File: config.mk
export PLATFORM = sky130hd
export DESIGN_NAME = apb_reg_slave
export DESIGN_NICKNAME = d
export VERILOG_FILES = /design/src/rtl/apb_reg_slave.sv
export SDC_FILE = /design/constraint.sdc
export NUM_CORES = 1
export LEC_CHECK = 0
export ABC_AREA = 1
export CAP_MARGIN = 20
export CORE_MARGIN = 2
export CORE_UTILIZATION = 65
export DETAILED_ROUTE_END_ITERATION = 6
export DONT_BUFFER_PORTS = 1
export PLACE_DENSITY_LB_ADDON = 0.05
export SETUP_SLACK_MARGIN = 0.2
export SYNTH_ARGS = -nofsm -noshare
export SYNTH_HDL_FRONTEND = slang
export SYNTH_SLANG_ARGS = --single-unit
File: constraint.sdc
create_clock -name pclk -period 5 [get_ports pclk]
set_input_delay 1.5 -clock pclk [delete_from_list [all_inputs] [get_ports pclk]]
set_output_delay 1.5 -clock pclk [all_outputs]
set_load 0.02 [all_outputs]
File: src/rtl/apb_reg_slave.sv
// APB completer: NUM_REGS read/write words, a read-only ID word at 0x3C and fixed wait states.
// Define APB_REG_SLAVE_PSLVERR_EN to report decode and permission errors on pslverr_o.
module apb_reg_slave #(
  parameter logic [31:0] BASE_ADDR   = 32'h0000_A000,
  parameter int          NUM_REGS    = 4,
  parameter int          WAIT_CYCLES = 0,
  parameter logic [31:0] ID_VALUE    = 32'hAB00_0001
) (
  input  logic        pclk,
  input  logic        preset_n,
  input  logic        psel_i,
  input  logic        penable_i,
  input  logic [31:0] paddr_i,
  input  logic        pwrite_i,
  input  logic [31:0] pwdata_i,
  output logic [31:0] prdata_o,
  output logic        pready_o,
  output logic        pslverr_o,
  output logic [31:0] reg0_o
);

  localparam logic [3:0] WAIT_INIT  = 4'(WAIT_CYCLES);
  localparam logic [4:0] NUM_REGS_W = 5'(NUM_REGS);
  localparam logic [3:0] ID_OFFSET  = 4'hF;

  typedef enum logic [1:0] {ST_IDLE, ST_WAIT, ST_READY} state_t;

  state_t      state_q;
  logic [3:0]  cnt_q;
  logic [3:0]  idx_q;
  logic        id_q;
  logic        err_q;
  logic        write_q;
  logic [31:0] wdata_q;
  logic [31:0] prdata_q;
  logic        pready_q;
  logic        pslverr_q;
  logic [31:0] regs_q [NUM_REGS];

  logic [3:0]  dec_idx;
  logic        dec_hit;
  logic        dec_id;
  logic        dec_reg;
  logic        dec_err;

  logic [3:0]  sel_idx;
  logic        sel_id;
  logic        sel_err;
  logic        sel_write;
  logic [31:0] prdata_d;
  logic        pslverr_d;
  logic        wr_commit;

  assign dec_idx = paddr_i[5:2];
  assign dec_hit = (paddr_i[31:6] == BASE_ADDR[31:6]) && (paddr_i[1:0] == 2'b00);
  assign dec_id  = (dec_idx == ID_OFFSET);
  assign dec_reg = ({1'b0, dec_idx} < NUM_REGS_W);
  assign dec_err = !dec_hit || !(dec_reg || dec_id) || (dec_id && pwrite_i);

  // With zero wait states READY is entered on the setup edge itself, so the
  // read mux must look at the live decode rather than the latched one.
  assign sel_idx   = (state_q == ST_IDLE) ? dec_idx  : idx_q;
  assign sel_id    = (state_q == ST_IDLE) ? dec_id   : id_q;
  assign sel_err   = (state_q == ST_IDLE) ? dec_err  : err_q;
  assign sel_write = (state_q == ST_IDLE) ? pwrite_i : write_q;

  always_comb begin
    prdata_d = '0;
    for (int i = 0; i < NUM_REGS; i++) begin
      if (sel_idx == 4'(i)) prdata_d = regs_q[i];
    end
    if (sel_id) prdata_d = ID_VALUE;
    if (sel_err || sel_write) prdata_d = '0;
  end

`ifdef APB_REG_SLAVE_PSLVERR_EN
  assign pslverr_d = sel_err;
`else
  assign pslverr_d = 1'b0;
`endif

  assign wr_commit = (state_q == ST_READY) && psel_i && penable_i && write_q && !err_q;

  always_ff @(posedge pclk or negedge preset_n) begin
    if (!preset_n) begin
      state_q   <= ST_IDLE;
      cnt_q     <= '0;
      idx_q     <= '0;
      id_q      <= 1'b0;
      err_q     <= 1'b0;
      write_q   <= 1'b0;
      wdata_q   <= '0;
      prdata_q  <= '0;
      pready_q  <= 1'b0;
      pslverr_q <= 1'b0;
    end else begin
      case (state_q)
        ST_IDLE: begin
          prdata_q  <= '0;
          pready_q  <= 1'b0;
          pslverr_q <= 1'b0;
          if (psel_i && !penable_i) begin
            idx_q   <= dec_idx;
            id_q    <= dec_id;
            err_q   <= dec_err;
            write_q <= pwrite_i;
            wdata_q <= pwdata_i;
            cnt_q   <= WAIT_INIT;
            if (WAIT_INIT == 4'd0) begin
              state_q   <= ST_READY;
              pready_q  <= 1'b1;
              prdata_q  <= prdata_d;
              pslverr_q <= pslverr_d;
            end else begin
              state_q <= ST_WAIT;
            end
          end
        end
        ST_WAIT: begin
          if (!psel_i) begin
            state_q <= ST_IDLE;
          end else begin
            cnt_q <= cnt_q - 4'd1;
            if (cnt_q == 4'd1) begin
              state_q   <= ST_READY;
              pready_q  <= 1'b1;
              prdata_q  <= prdata_d;
              pslverr_q <= pslverr_d;
            end
          end
        end
        ST_READY: begin
          // Leave on completion or abort; a setup-only cycle keeps the response held.
          if (!psel_i || penable_i) begin
            state_q   <= ST_IDLE;
            prdata_q  <= '0;
            pready_q  <= 1'b0;
            pslverr_q <= 1'b0;
          end
        end
        default: begin
          state_q   <= ST_IDLE;
          prdata_q  <= '0;
          pready_q  <= 1'b0;
          pslverr_q <= 1'b0;
        end
      endcase
    end
  end

  always_ff @(posedge pclk or negedge preset_n) begin
    if (!preset_n) begin
      for (int i = 0; i < NUM_REGS; i++) regs_q[i] <= '0;
    end else if (wr_commit) begin
      for (int i = 0; i < NUM_REGS; i++) begin
        if (idx_q == 4'(i)) regs_q[i] <= wdata_q;
      end
    end
  end

  assign prdata_o  = prdata_q;
  assign pready_o  = pready_q;
  assign pslverr_o = pslverr_q;
  assign reg0_o    = regs_q[0];

endmodule

==> metrics.txt <==
max-slew violations 0; commonest cells after routing, fill and taps aside 337 x nand2_1, 201 x dfrtp_1, 112 x nor2_1; clock buffer depth 3; Vias 7094; Mean Syn Cell Area 8.42 µm²; PortBufs 0; EDFF count, synth 0; NumNets Final 1151; status finished clean; type of origin of the critical path input pin; flop and latch count out of synthesis 201; CTS clk-pin slew, worst paths 0.06 ns; ys flop type dfrtp_1; Critical Path Sink Type flip-flop; total setup buffers inserted after CTS 0; syn_nets 1214; Rows 44; ANT nets after route 0; pin count of the biggest net entering global routing 202; Syn. warnings 0; io pins 135; Gate Count Post-Synth 1143; Initial Utilization 66.5%; Power Density 596 nW/µm²; WS Path Type input pin to flip-flop; Area Growth Syn to Fin 4.22%; Final Hold Fails 0; first-pass GRT wire length 35100 µm; Inserted Diodes 0; Global Route Usage Sum 27.2%; Worst-Margin Slew 0.936 ns; residual DRC count 0; Die Footprint 15800 µm²; Hold Path Class flip-flop to flip-flop; post-route insts no fill 1280; Layout Skew 0.0144 ns; vias per cell 5.54; Die W 126 µm; post-synth cell types 27; peak supply drop 0.354 mV; worst-path fanout max 63; most common cell after layout, fill and taps aside nand2_1; fillers 1184; vias in the first global route 6874; first-pass detailed-route iteration total 6; required time of the worst setup path 5.43 ns; Die Ht 126 µm; drt wl/cell 16.2 µm; core footprint 14500 µm²; dpl cells 1236; CTS resizes 0; f_max 0.360 GHz; Root Driver clkbuf_16; post-route minimum period 2.78 ns; register area share after synthesis 52.2%; setup TNS 0 ns; H-tree levels 1; clk sinks 201; Netlist Area Pre-Place 9630 µm²; CTS Buf Count 22; Pleak 4.65 nW; RSZ-0062 raised after global routing false; Routed WL 20800 µm; final setup vio count 0; Worst-Skew Late Latency 0.50 ns; CTS tree yes; antenna violations before repair 0; Tot Pwr 5.98 mW; Final Cycle Share 55.6%; Max-Cap Viols 0; hold_buf cts 0; total congestion overflow 0; drt first-iter violations 632; Async SR Flop Fraction 100%; placed wire-length estimate 11900 µm; WP data arrival 3.21 ns; layout cells sized above 1 7.12%; worst rel slew slack 37.5%; routability cong. 0.753
state kept, by name, summed over array words and instances, names as in the netlist:
name      count
wdata_q      32
pready_o      1
write_q       1
state_q       1
err_q         1
id_q          1
idx_q         4
regs_q       96
reg0_o       32
prdata_o     32
area by class of cell:
| cell class | instances | area (µm²) | share of cell area, % |
|---|---|---|---|
| clock buffers | 38 | 682 | 6.80 |
| clock inverters | 2 | 35.0 | 0.349 |
| inverters | 82 | 313 | 3.12 |
| multi-input cells | 764 | 3610 | 35.9 |
| flip-flops and latches | 201 | 5030 | 50.1 |
| well taps | 184 | 230 | 2.29 |
| repair buffers | 9 | 138 | 1.37 |
critical path, stage by stage:
cell     delay (ns)
nor2_1         0.09
nand2_1        0.09
nand2_4        0.34
buf_4          0.61
nand3_1        0.14
nand2_1        0.13
inv_1          0.04
nand2_1        0.05
nand2_1        0.10
nand2_1        0.10
path summary, 6_finish.rpt:
path | start | end | slack, ns | depth (start not counted)
max in group asynchronous | preset_n | regs_q[93]$_DFFE_PN0P_ | 4.09 | 0
min reg2reg | regs_q[15]$_DFFE_PN0P_ | regs_q[15]$_DFFE_PN0P_ | 0.47 | 2
max reg2reg | state_q[1]$_DFFE_PN0P_ | prdata_o[31]$_DFFE_PN0P_ | 2.47 | 10
min | regs_q[15]$_DFFE_PN0P_ | regs_q[15]$_DFFE_PN0P_ | 0.47 | 2
min in group asynchronous | preset_n | prdata_o[19]$_DFFE_PN0P_ | 0.70 | 0
max | paddr_i[5] | prdata_o[31]$_DFFE_PN0P_ | 2.22 | 10
layer usage:
metal / share of wire [%] / up-vias / global-route usage, % / wire length, µm
met1: 44 / 3379 / 37.2 / 9090
li1: - / 3483 / - / -
met5: 0 / - / 0 / 0
met3: 6.0 / 37 / 5.40 / 1240
met4: 2.8 / 0 / 7.58 / 579
met2: 47 / 195 / 44.7 / 9850
power by group:
group	internal, mW	total (mW)	switching, mW
clock	0.972	1.59	0.622
sequential	2.15	2.62	0.479
combinational	0.522	1.76	1.24
total	3.64	5.98	2.34
synth_stat cells (3+ instances only):
cell type	instances	area share [%]
nand2_1	337	13
dfrtp_1	201	52
nor2_1	112	4.4
o21ai_1	110	5.7
inv_1	79	3.1
nand3_1	73	3.8
nand3b_1	52	4.1
buf_4	40	3.1
o21ai_0	39	2.0
buf_6	22	2.6
buf_2	18	0.94
o21ai_2	18	1.6
clkbuf_1	14	0.55
nand2_2	5	0.32
nand4_4	4	0.88
nor2_2	3	0.19
nor2_4	3	0.35
per-stage QoR:
step | util [%] | hold WS, ns | setup slack (ns) | area (µm²)
6_report | 69.3 | 0.471 | 2.22 | 10000
5_1_grt | 69.3 | 0.486 | 1.98 | 10000
4_1_cts | 68.7 | 0.475 | 2.12 | 9950
3_5_place_dp | 63.8 | 0.460 | 1.63 | 9240
3_3_place_gp | 63.6 | 0.455 | 1.67 | 9210
2_1_floorplan | - | 0.446 | 2.09 | 9630
logic make-up (layout without fill, tap and decap cells):
logic type | Yosys count | after routing | share of synthesized area [%]
other cells | 1 | 1 | 0.0390
simple gates | 592 | 592 | 27.4
buf+inv | 178 | 131 | 10.5
compound gates | 168 | 168 | 9.45
xor+xnor | 1 | 1 | 0.0910
flops | 201 | 201 | 52.2
fa+ha+maj | 2 | 2 | 0.260
No activity file was read; power rests on OpenSTA's default activity.
